`src/rtl/alu_seq_pkg.sv`:
```
`default_nettype none
// ============================================================================
// Module   : alu_seq_pkg
// Purpose  : Opcodes, flag/cc encodings and op-class helpers for alu_slice_seq
// Revision : 1.0
// ============================================================================
package alu_seq_pkg;

  typedef enum logic [4:0] {
    OP_ADD  = 5'd0,  OP_ADC = 5'd1,  OP_SUB = 5'd2,  OP_SBC = 5'd3,
    OP_CP   = 5'd4,  OP_AND = 5'd5,  OP_XOR = 5'd6,  OP_OR  = 5'd7,
    OP_INC  = 5'd8,  OP_DEC = 5'd9,  OP_RLC = 5'd10, OP_RRC = 5'd11,
    OP_RL   = 5'd12, OP_RR  = 5'd13, OP_SLA = 5'd14, OP_SRA = 5'd15,
    OP_SRL  = 5'd16, OP_SWAP = 5'd17
  } op_e;

  localparam int FLAG_Z = 3;
  localparam int FLAG_N = 2;
  localparam int FLAG_H = 1;
  localparam int FLAG_C = 0;

  localparam logic [1:0] CC_NZ = 2'b00;
  localparam logic [1:0] CC_Z  = 2'b01;
  localparam logic [1:0] CC_NC = 2'b10;
  localparam logic [1:0] CC_C  = 2'b11;

  localparam int SHIFT_MAXW = 64;

  typedef enum logic [2:0] {SC_ADD, SC_SUB, SC_AND, SC_XOR, SC_OR} slice_cls_e;

  function automatic logic is_sub(input logic [4:0] op);
    return (op == OP_SUB) || (op == OP_SBC) || (op == OP_CP) || (op == OP_DEC);
  endfunction

  function automatic logic is_alu(input logic [4:0] op);
    return op <= 5'(OP_DEC);
  endfunction

  function automatic logic is_shift(input logic [4:0] op);
    return (op >= 5'(OP_RLC)) && (op <= 5'(OP_SWAP));
  endfunction

  // INC/DEC keep the carry flag
  function automatic logic writes_c(input logic [4:0] op);
    return is_alu(op) && (op != OP_INC) && (op != OP_DEC);
  endfunction

  function automatic slice_cls_e slice_cls(input logic [4:0] op);
    case (op)
      OP_AND:  return SC_AND;
      OP_XOR:  return SC_XOR;
      OP_OR:   return SC_OR;
      default: return is_sub(op) ? SC_SUB : SC_ADD;
    endcase
  endfunction

  // Whole-width shift/rotate on the low w bits; returns {carry, result}
  function automatic logic [SHIFT_MAXW:0] shift_rot(input logic [4:0] op,
                                                   input logic [SHIFT_MAXW-1:0] a,
                                                   input int unsigned w,
                                                   input logic fc);
    logic [SHIFT_MAXW-1:0] mask;
    logic [SHIFT_MAXW-1:0] top;
    logic [SHIFT_MAXW-1:0] res;
    logic msb;
    logic lsb;
    logic c;
    mask = {SHIFT_MAXW{1'b1}} >> (SHIFT_MAXW - w);
    top  = SHIFT_MAXW'(1) << (w - 1);
    msb  = |(a & top);
    lsb  = a[0];
    c    = fc;
    res  = a;
    case (op)
      OP_RLC:  begin res = (a << 1) | SHIFT_MAXW'(msb);  c = msb; end
      OP_RRC:  begin res = (a >> 1) | (lsb ? top : '0);  c = lsb; end
      OP_RL:   begin res = (a << 1) | SHIFT_MAXW'(fc);   c = msb; end
      OP_RR:   begin res = (a >> 1) | (fc ? top : '0);   c = lsb; end
      OP_SLA:  begin res = a << 1;                        c = msb; end
      OP_SRA:  begin res = (a >> 1) | (msb ? top : '0);  c = lsb; end
      OP_SRL:  begin res = a >> 1;                        c = lsb; end
      OP_SWAP: begin
        res = ((a & {(SHIFT_MAXW/8){8'h0F}}) << 4) | ((a & {(SHIFT_MAXW/8){8'hF0}}) >> 4);
        c   = 1'b0;
      end
      default: ;
    endcase
    return {c, res & mask};
  endfunction

endpackage
`default_nettype wire

```
`src/rtl/alu_slice.sv`:
```
`default_nettype none
// ============================================================================
// Module   : alu_slice
// Purpose  : Combinational SLICE-bit add/sub/logic cell with internal carry tap
// Revision : 1.0
// ============================================================================
module alu_slice
  import alu_seq_pkg::*;
#(
  parameter int SLICE = 8,
  parameter int TW    = (SLICE > 1) ? $clog2(SLICE) : 1
) (
  input  logic [SLICE-1:0] i_a,
  input  logic [SLICE-1:0] i_b,
  input  logic             i_cin,
  input  slice_cls_e       i_cls,
  input  logic [TW-1:0]    i_tap,
  output logic [SLICE-1:0] o_res,
  output logic             o_cout,
  output logic             o_tap
);

  logic [SLICE-1:0] w_b;
  logic [SLICE-1:0] w_sum;
  logic             w_c;

  // Carries stay in true-carry polarity; subtraction only inverts b here
  always_comb begin
    w_b    = (i_cls == SC_SUB) ? ~i_b : i_b;
    w_sum  = '0;
    w_c    = i_cin;
    o_tap  = 1'b0;
    for (int i = 0; i < SLICE; i++) begin
      w_sum[i] = i_a[i] ^ w_b[i] ^ w_c;
      w_c      = (i_a[i] & w_b[i]) | (i_a[i] & w_c) | (w_b[i] & w_c);
      if (i == int'(i_tap)) o_tap = w_c;
    end
    o_cout = w_c;
    case (i_cls)
      SC_AND:  o_res = i_a & i_b;
      SC_XOR:  o_res = i_a ^ i_b;
      SC_OR:   o_res = i_a | i_b;
      default: o_res = w_sum;
    endcase
  end

endmodule
`default_nettype wire

```
`src/rtl/alu_slice_seq.sv`:
```
`default_nettype none
// ============================================================================
// Module   : alu_slice_seq
// Purpose  : Slice-serial ALU with flag register, cc check and valid/ready I/O
// Revision : 1.0
// ============================================================================
module alu_slice_seq
  import alu_seq_pkg::*;
#(
  parameter int WIDTH = 16,
  parameter int SLICE = 8
) (
  input  logic             CLK,
  input  logic             nRESET,
  input  logic             req_valid,
  output logic             req_ready,
  input  logic [4:0]       req_op,
  input  logic [WIDTH-1:0] req_a,
  input  logic [WIDTH-1:0] req_b,
  output logic             rsp_valid,
  input  logic             rsp_ready,
  output logic [WIDTH-1:0] rsp_res,
  output logic [3:0]       flags,
  input  logic             flag_ld,
  input  logic [3:0]       flag_din,
  input  logic [1:0]       cc,
  output logic             cc_true
);

  localparam int NS      = WIDTH / SLICE;
  localparam int SW      = (NS > 1) ? $clog2(NS) : 1;
  localparam int TW      = (SLICE > 1) ? $clog2(SLICE) : 1;
  localparam int H_SLICE = (WIDTH - 5) / SLICE;
  localparam int H_LOCAL = (WIDTH - 5) % SLICE;

  typedef enum logic [1:0] {ST_IDLE = 2'd0, ST_EXEC = 2'd1, ST_DONE = 2'd2} state_e;

  state_e           r_state, w_state_next;
  logic [4:0]       r_op;
  logic [WIDTH-1:0] r_a, r_a_sh, r_b_sh, r_res;
  logic [3:0]       r_flags;
  logic [SW-1:0]    r_slice;
  logic             r_carry, r_zacc, r_h;

  logic [SLICE-1:0]      w_sres;
  logic                  w_cout, w_tap, w_h_raw, w_z, w_last;
  logic                  w_cin_raw;
  logic [WIDTH-1:0]      w_res_next, w_res_final;
  logic [3:0]            w_flags_next;
  logic [SHIFT_MAXW:0]   w_shv;
  logic                  w_unused_sh;

  alu_slice #(.SLICE(SLICE), .TW(TW)) u_slice (
    .i_a    (r_a_sh[SLICE-1:0]),
    .i_b    (r_b_sh[SLICE-1:0]),
    .i_cin  (r_carry),
    .i_cls  (slice_cls(r_op)),
    .i_tap  (TW'(H_LOCAL)),
    .o_res  (w_sres),
    .o_cout (w_cout),
    .o_tap  (w_tap)
  );

  assign w_shv       = shift_rot(r_op, SHIFT_MAXW'(r_a), WIDTH, r_flags[FLAG_C]);
  assign w_unused_sh = ^w_shv[SHIFT_MAXW-1:WIDTH];

  assign w_last     = (r_state == ST_EXEC) && (!is_alu(r_op) || (r_slice == SW'(NS - 1)));
  assign w_h_raw    = (r_slice == SW'(H_SLICE)) ? w_tap : r_h;
  assign w_z        = r_zacc & (w_sres == '0);
  // New slice enters at the top; after NS slices the result is aligned
  assign w_res_next = (r_res >> SLICE) | (WIDTH'(w_sres) << (WIDTH - SLICE));
  assign w_cin_raw  = ((req_op == OP_ADC) || (req_op == OP_SBC)) ? r_flags[FLAG_C]
                                                                   : (req_op == OP_INC);

  always_comb begin
    w_flags_next = r_flags;
    w_res_final  = r_a;
    if (is_shift(r_op)) begin
      w_res_final          = w_shv[WIDTH-1:0];
      w_flags_next[FLAG_Z] = (w_shv[WIDTH-1:0] == '0);
      w_flags_next[FLAG_N] = 1'b0;
      w_flags_next[FLAG_H] = 1'b0;
      w_flags_next[FLAG_C] = w_shv[SHIFT_MAXW];
    end else if (is_alu(r_op)) begin
      w_res_final          = (r_op == OP_CP) ? r_a : w_res_next;
      w_flags_next[FLAG_Z] = w_z;
      w_flags_next[FLAG_N] = is_sub(r_op);
      case (slice_cls(r_op))
        SC_AND:         w_flags_next[FLAG_H] = 1'b1;
        SC_XOR, SC_OR:  w_flags_next[FLAG_H] = 1'b0;
        default:        w_flags_next[FLAG_H] = is_sub(r_op) ? ~w_h_raw : w_h_raw;
      endcase
      if (writes_c(r_op)) begin
        if (slice_cls(r_op) == SC_ADD || slice_cls(r_op) == SC_SUB)
          w_flags_next[FLAG_C] = is_sub(r_op) ? ~w_cout : w_cout;
        else
          w_flags_next[FLAG_C] = 1'b0;
      end
    end
  end

  always_ff @(posedge CLK or negedge nRESET) begin
    if (!nRESET) r_state <= ST_IDLE;
    else         r_state <= w_state_next;
  end

  always_comb begin
    w_state_next = r_state;
    case (r_state)
      ST_IDLE: if (req_valid) w_state_next = ST_EXEC;
      ST_EXEC: if (w_last)    w_state_next = ST_DONE;
      ST_DONE: if (rsp_ready) w_state_next = ST_IDLE;
      default:                w_state_next = ST_IDLE;
    endcase
  end

  always_ff @(posedge CLK or negedge nRESET) begin
    if (!nRESET) begin
      r_op    <= '0;
      r_a     <= '0;
      r_a_sh  <= '0;
      r_b_sh  <= '0;
      r_res   <= '0;
      r_slice <= '0;
      r_carry <= 1'b0;
      r_zacc  <= 1'b0;
      r_h     <= 1'b0;
    end else begin
      case (r_state)
        ST_IDLE: if (req_valid) begin
          r_op    <= req_op;
          r_a     <= req_a;
          r_a_sh  <= req_a;
          r_b_sh  <= (req_op == OP_INC) ? '0 : (req_op == OP_DEC) ? WIDTH'(1) : req_b;
          r_slice <= '0;
          r_carry <= is_sub(req_op) ? ~w_cin_raw : w_cin_raw;
          r_zacc  <= 1'b1;
          r_h     <= 1'b0;
        end
        ST_EXEC: begin
          r_carry <= w_cout;
          r_zacc  <= w_z;
          r_h     <= w_h_raw;
          r_a_sh  <= r_a_sh >> SLICE;
          r_b_sh  <= r_b_sh >> SLICE;
          if (w_last) begin
            r_res <= w_res_final;
          end else begin
            r_res   <= w_res_next;
            r_slice <= r_slice + SW'(1);
          end
        end
        default: ;
      endcase
    end
  end

  // Completion has priority; a coincident flag_ld is dropped
  always_ff @(posedge CLK or negedge nRESET) begin
    if (!nRESET)      r_flags <= 4'b0000;
    else if (w_last)  r_flags <= w_flags_next;
    else if (flag_ld) r_flags <= flag_din;
  end

  assign req_ready = (r_state == ST_IDLE);
  assign rsp_valid = (r_state == ST_DONE);
  assign rsp_res   = r_res;
  assign flags     = r_flags;
  assign cc_true   = ((cc == CC_NZ) & ~r_flags[FLAG_Z]) | ((cc == CC_Z) & r_flags[FLAG_Z]) |
                     ((cc == CC_NC) & ~r_flags[FLAG_C]) | ((cc == CC_C) & r_flags[FLAG_C]);

endmodule
`default_nettype wire
```
`config.mk`:
```
export PLATFORM = sky130hd
export DESIGN_NAME = alu_slice_seq
export DESIGN_NICKNAME = d
export VERILOG_FILES = /design/src/rtl/alu_seq_pkg.sv /design/src/rtl/alu_slice.sv /design/src/rtl/alu_slice_seq.sv
export SDC_FILE = /design/constraint.sdc
export NUM_CORES = 1
export LEC_CHECK = 0
export ABC_AREA = 1
export ABC_CLOCK_PERIOD_IN_PS = 6810
export CAP_MARGIN = 30
export CORE_MARGIN = 3
export CORE_UTILIZATION = 44
export DETAILED_ROUTE_END_ITERATION = 16
export PLACE_DENSITY_LB_ADDON = 0.2
export SYNTH_ARGS = -nofsm -noshare
export SYNTH_HDL_FRONTEND = slang
export SYNTH_SLANG_ARGS = --single-unit
```
`constraint.sdc`:
```
create_clock -name CLK -period 6.81 [get_ports CLK]
set_clock_uncertainty 0.15 [all_clocks]
set_input_delay 0.681 -clock CLK [delete_from_list [all_inputs] [get_ports CLK]]
set_output_delay 0.681 -clock CLK [all_outputs]
set_load 0.01 [all_outputs]
```
Word-level counts from Yosys, hierarchy flattened. Cells that the tools add are included.

Bits in registers: 79. Latch bits: 0. Bits in writable memories: 0. Bits in read-only memories: 0. Bits of input ports: 48. Output and inout bits: 23. Logic and storage cells: 217. Memories kept: 0.

Add/sub/neg operators: 1. Multiply operators: 0. Divide/modulo/power cells: 0. $lt $le $gt $ge: 3. Eq/ne operators: 43. Shift-type cells: 0. Mux-type cells: 48. Bitwise gates (word level): 80. Reductions and logical operators: 30.

Operator list (number): two-way mux 16 bit (11); one-hot mux 16 bit (8 select lines) (1); one-hot mux 16 bit (2 select lines) (2); OR 15 x 16 -> 16 bit (3); == test 5 x 4 -> 1 bit, second input constant (9); OR 16 x 1 -> 16 bit (2); bitwise AND 1 bit (29); == test 5 x 3 -> 1 bit, second input constant (5); one-hot mux 8 bit (3 select lines) (1); == test 5 x 2 -> 1 bit, second input constant (4); OR 1 bit (19); zero test 16 bit (1); two-way mux 4 bit (4); OR 16 x 12 -> 16 bit (1); OR 8 x 16 -> 16 bit (1); XOR 1 bit (16); two-way mux 3 bit (5); != test 5 x 4 -> 1 bit, second input constant (3); == test 3 x 2 -> 1 bit, second input constant (4); two-way mux 1 bit (12); == test 5 bit, second input constant (2); one-hot mux 1 bit (2 select lines) (5); logical OR 1 bit (9); one-hot mux 3 bit (3 select lines) (1); other kinds (33) (55).

Logic depth before layout (Yosys ltp).
Word-level depth: 39. Gate-level depth with buffers: 24. Mapped depth without buffers: 23.

Modules after synthesis. From an unflattened synthesis, not the netlist that was laid out.

Cell total of the unflattened synthesis: 676. Area, all modules: 5235.0 um^2.

Modules (own cells, without submodules): alu_slice_seq (times used 1, cells each 555, area an instance 4292.9 um^2, sequential area each 1976.9 um^2); alu_slice (times used 1, cells each 121, area an instance 942.2 um^2, sequential area each 0.0 um^2).

Least setup slack after synthesis. Ideal clock, no wire load.

Path type: reg2reg. Start point: reg r_op[3]. End point: reg r_flags[3], in the netlist flags[3]. Setup time: 0.077 ns. Arrival time: 4.944 ns. Required time: 6.583 ns. Setup slack: 1.638 ns. Cell stages (with the launch flop): 25. Path buffers: 1. Clock period less this slack: 5.172 ns. Cells stage by stage: dfrtp_1 > inv_2 > nand2_1 > nor2_2 > nand2_1 > nand3_1 > buf_4 > xor2_1 > fa_1 > fa_1 > inv_1 > fa_1 > fa_1 > fa_1 > fa_1 > fa_1 > inv_1 > fa_1 > inv_1 > nor2_1 > nor3_1 > nand3_1 > nor2_1 > nor2_1 > a21oi_1.

Longest elaborated chain between the ends: 36. Elaborated cells between the ends (all ways): 93. Classes of those cells: order compare: 3; eq/ne: 20; mux: 8; bitwise: 51; reduce/logical: 11.

RTL lines: start, declared (RTL line alu_slice_seq.sv:39) `logic [4:0] r_op;`; start signal, assigned (RTL line alu_slice_seq.sv:131) `r_op <= req_op;`; == test 5 x 2 -> 1 bit (RTL line alu_seq_pkg.sv:32) `return (op == OP_SUB) || (op == OP_SBC) || (op == OP_CP) || (op == OP_DEC);`; logical OR 1 bit (3 in a row) (RTL line alu_seq_pkg.sv:32); two-way mux 1 bit (RTL line alu_seq_pkg.sv:53) `default: return is_sub(op) ? SC_SUB : SC_ADD;`; one-hot mux 3 bit (3 select lines) (RTL line alu_seq_pkg.sv:49) `case (op)`; == test 3 x 1 -> 1 bit (RTL line alu_slice.sv:29) `w_b = (i_cls == SC_SUB) ? ~i_b : i_b;`; two-way mux 8 bit (RTL line alu_slice.sv:29); bitwise AND 1 bit (RTL line alu_slice.sv:35) `w_c = (i_a[i] & w_b[i]) | (i_a[i] & w_c) | (w_b[i] & w_c);`; OR 1 bit (2 in a row) (RTL line alu_slice.sv:35); [16 not listed]; OR 1 bit (2 in a row) (RTL line alu_slice.sv:35); XOR 1 bit (RTL line alu_slice.sv:34) `w_sum[i] = i_a[i] ^ w_b[i] ^ w_c;`; one-hot mux 8 bit (3 select lines) (RTL line alu_slice.sv:39) `case (i_cls)`; zero test 8 bit (RTL line alu_slice_seq.sv:69) `assign w_z = r_zacc & (w_sres == '0);`; bitwise AND 1 bit (RTL line alu_slice_seq.sv:69); two-way mux 4 bit (RTL line alu_slice_seq.sv:84) `end else if (is_alu(r_op)) begin`; two-way mux 4 bit (RTL line alu_slice_seq.sv:78) `if (is_shift(r_op)) begin`; two-way mux 4 bit (RTL line alu_slice_seq.sv:161) `else if (w_last) r_flags <= w_flags_next;`; end signal, assigned (RTL line alu_slice_seq.sv:161); end signal, assigned (RTL line alu_slice_seq.sv:162) `else if (flag_ld) r_flags <= flag_din;`; end, declared (RTL line alu_slice_seq.sv:41) `logic [3:0] r_flags;`.

Several ways; a longest one is shown, not always the timed one. The select of a mux whose other input is x is not followed. A chain may end at the register's enable or synchronous reset.

Worst setup path after layout.
Start point: reg r_op[3]. End point: reg r_res[15], in the netlist rsp_res[15].

Longest elaborated chain between the ends: 36. Elaborated cells between the ends (all ways): 75. Classes of those cells: order compare: 3; eq/ne: 19; mux: 9; bitwise: 37; reduce/logical: 7.

RTL lines: == test 5 x 2 -> 1 bit (RTL line alu_seq_pkg.sv:32); logical OR 1 bit (3 in a row) (RTL line alu_seq_pkg.sv:32); two-way mux 1 bit (RTL line alu_seq_pkg.sv:53); one-hot mux 3 bit (3 select lines) (RTL line alu_seq_pkg.sv:49); == test 3 x 1 -> 1 bit (RTL line alu_slice.sv:29); two-way mux 8 bit (RTL line alu_slice.sv:29); bitwise AND 1 bit (RTL line alu_slice.sv:35); OR 1 bit (2 in a row) (RTL line alu_slice.sv:35); [16 not listed]; OR 1 bit (2 in a row) (RTL line alu_slice.sv:35); XOR 1 bit (RTL line alu_slice.sv:34); one-hot mux 8 bit (3 select lines) (RTL line alu_slice.sv:39); OR 8 x 16 -> 16 bit (RTL line alu_slice_seq.sv:71) `assign w_res_next = (r_res >> SLICE) | (WIDTH'(w_sres) << (WIDTH - SLICE));`; two-way mux 16 bit (RTL line alu_slice_seq.sv:85) `w_res_final = (r_op == OP_CP) ? r_a : w_res_next;`; two-way mux 16 bit (RTL line alu_slice_seq.sv:84); two-way mux 16 bit (RTL line alu_slice_seq.sv:78); two-way mux 16 bit (*) (RTL line alu_slice_seq.sv:146) `if (w_last) begin`; end signal, assigned (RTL line alu_slice_seq.sv:147) `r_res <= w_res_final;`; end signal, assigned (RTL line alu_slice_seq.sv:149) `r_res <= w_res_next;`; end, declared (RTL line alu_slice_seq.sv:40) `logic [WIDTH-1:0] r_a, r_a_sh, r_b_sh, r_res;`.

Mark *: on every way between the ends. The rest lies on a longest branch, timed or not.

==> impl_metrics.env <==
export IMPL_status="complete, no violations"
export IMPL_finalHoldViolations=0
export IMPL_setup_viol=0
export IMPL_critical_path_required_ns=6.85
export IMPL_cts_resized=0
export IMPL_synthArstFlopShare_pct=100.0
export IMPL_synth_warnings=0
export IMPL_rsz0062_at_grt="false"
export IMPL_routed_wirelength_mm=15.48
export IMPL_max_freq_mhz=175.9
export IMPL_finalWeightedCongestion=0.9362
export IMPL_die_area_mm2=0.01274
export IMPL_seqCellArea_mm2=0.001977
export IMPL_p_leak_nw=2.825
export IMPL_worst_setup_path_type="reg -> reg"
export IMPL_dpl_hpwl_mm=11.72
export IMPL_p_per_area_mw_per_mm2=571.0
export IMPL_cp_start_kind="flop"
export IMPL_place_ws_ns=1.169
export IMPL_grt_busiest_layer="met2"
export IMPL_synth_flop_cell="dfrtp_1"
export IMPL_cp_end_kind="flop"
export IMPL_cts_setup_buffers=0
export IMPL_multi_input_comb_area_mm2=0.002565
export IMPL_drc_errors=0
export IMPL_detail_route_first_pass_iterations=5
export IMPL_grtUsageTotal_pct=25.25
export IMPL_cp_max_fo=12
export IMPL_numCtsBuffers=9
export IMPL_n_fill_cell=1055
export IMPL_fin_tns_setup_ns=0
export IMPL_synthesis_nets=719
export IMPL_numPortBuffers=70
export IMPL_synth_area_mm2=0.005027
export IMPL_grt_max_degree=43
export IMPL_cts_tree="done"
export IMPL_diodes=0
export IMPL_die_h_um=112.9
export IMPL_clock_path_buffers=2
export IMPL_power_mw=3.514
export IMPL_grt_use_met3_pct=5.775
export IMPL_maxSlewViolCount=0
export IMPL_ant_nets=0
export IMPL_nets=781
export IMPL_drive_above_1_share_pct=7.423
export IMPL_antenna_found_initial=0
export IMPL_clk_latency_ns=0.35
export IMPL_overflow=0
export IMPL_wl_per_cell_um=18.12
export IMPL_synth_seq_cells=79
export IMPL_hp_class="in -> async"
export IMPL_max_slew_margin_pct=55.32
export IMPL_synth_cell_types=44
export IMPL_root_buffer="clkbuf_16"
export IMPL_use_met1_pct=33.54
export IMPL_setup_ws_ns=1.124
export IMPL_drt_iter0_drc=374
export IMPL_max_slew_worst_pin_slew_ns=0.6687
export IMPL_cts_sinks=79
export IMPL_cap_violations=0
export IMPL_ir_drop_mv=0.2683
export IMPL_detail_route_vias_per_cell=5.563
export IMPL_final_cell_mix="136 x nand2_1, 86 x inv_1, 79 x dfrtp_1"
export IMPL_cts_clk_slew_worst_paths_ns=0.06
export IMPL_initial_core_util_pct=45.77
export IMPL_ys_seq_area_share_pct=39.32
export IMPL_met2_usage_pct=40.13
export IMPL_syn_avg_cell_area_um2=7.770
export IMPL_cts_htree_levels=3
export IMPL_arrival_ns=5.73
export IMPL_min_period_ns=5.686
export IMPL_rows=38
export IMPL_synthCells=647
export IMPL_die_x_um=112.9
export IMPL_io_pins=71
export IMPL_areaGrowthSynthToFinish_pct=22.42
export IMPL_grt_pass1_vias=4712
export IMPL_fin_crit_sh_pct=83.49
export IMPL_hold_buffers=0
export IMPL_dr_total_vias=4751
export IMPL_grt_pass1_wl_mm=25.16
export IMPL_synth_edff_count=0
export IMPL_layout_commonest_cell="nand2_1"
export IMPL_core_mm2=0.01098
==> cell type report <==
type	count	share of cell area (%)
flip-flops and latches	79	32.12
well taps	140	2.846
clock buffers	11	3.944
clock inverters	5	1.321
inverters	98	6.058
multi-input cells	447	41.68
repair buffers	74	12.03
==> report_power, final <==
part	switching [mW]	internal (mW)	total [mW]
clock	0.201	0.331	0.532
combinational	1.31	0.730	2.04
sequential	0.242	0.700	0.942
total	1.75	1.76	3.51
==> metal layers <==
layer	vias up	wire length, um	part of all wire [%]
met5	-	0	0
met4	0	484	3.1
met3	35	1065	6.9
met2	193	7274	47
met1	2243	6652	43
li1	2280	-	-
==> worst paths after layout <==
path	slack (ns)	end	start	cells past startpoint
min in group CLK	0.34	r_a_sh[13]	r_a_sh[13]	2
setup / recovery	1.12	rsp_res[15]	r_op[3]	23
hold reg to reg	0.34	r_a_sh[13]	r_a_sh[13]	2
setup reg to reg	1.12	rsp_res[15]	r_op[3]	23
max in group asynchronous	5.76	r_b_sh[1]	nRESET	2
hold / removal	0.15	flags[2]	nRESET	1
==> state kept, by name, indices dropped and copies added, names as in the netlist <==
signal   count
rsp_res     16
r_a_sh      16
r_slice      1
r_op         5
r_h          1
flags        4
r_zacc       1
r_carry      1
r_b_sh      16
r_state      2
r_a         16
==> kinds of logic after synthesis <==
group,count (synthesis),share of synthesized area [%]
AND/OR/NAND/NOR,283,25.11
AO/OA/AOI/OAI,129,16.82
buffers and inverters,121,9.656
flip-flops,79,39.32
adder cells (fa/ha/maj),24,7.168
XOR/XNOR,11,1.916
==> stage by stage <==
stage | std cells | utilization [%] | area [um2] | hold slack, ns
3_5_place_dp | 838 | 53.09 | 5831 | 0.3293
2_1_floorplan | 647 | - | 5027 | 0.2354
6_report | 854 | 56.04 | 6155 | 0.1450
4_1_cts | 854 | 56.04 | 6155 | 0.1585
3_3_place_gp | 837 | 52.91 | 5811 | 0.3172
5_1_grt | 854 | 56.04 | 6155 | 0.1681
==> worst max-delay path: stages, from the launching register on <==
cell,delay [ns]
dfrtp_1,0.44
inv_2,0.13
nand2_1,0.07
nor2_2,0.32
nand2_1,0.14
nand3_1,0.10
buf_4,0.21
xor2_1,0.21
fa_1,0.23
fa_1,0.18
inv_1,0.05
fa_1,0.42
fa_1,0.45
fa_1,0.44
fa_1,0.44
fa_1,0.39
inv_1,0.07
fa_1,0.40
inv_1,0.06
nor2_1,0.05
nor2_1,0.15
nor2_1,0.06
o211ai_1,0.21
o221ai_1,0.16
==> synthesized netlist by cell type, types with 7 or more instances <==
master      n  area, um2
fa_1        8      160.2
a32oi_1     8      70.07
clkbuf_1   10      37.54
a21oi_1    18      90.09
nand4_1     7      43.79
nand2_1   136      510.5
buf_2       9      45.04
dfrtp_1    79       1977
xor2_1     10      87.58
inv_2       9      33.78
ha_1       16      200.2
inv_1      86      322.8
o21ai_0    48      240.2
nand3_1    55      275.3
o211ai_1   13      97.59
o221ai_1   18      157.7
nor2_1     62      232.7
No activity file was read; power rests on OpenSTA's default activity.
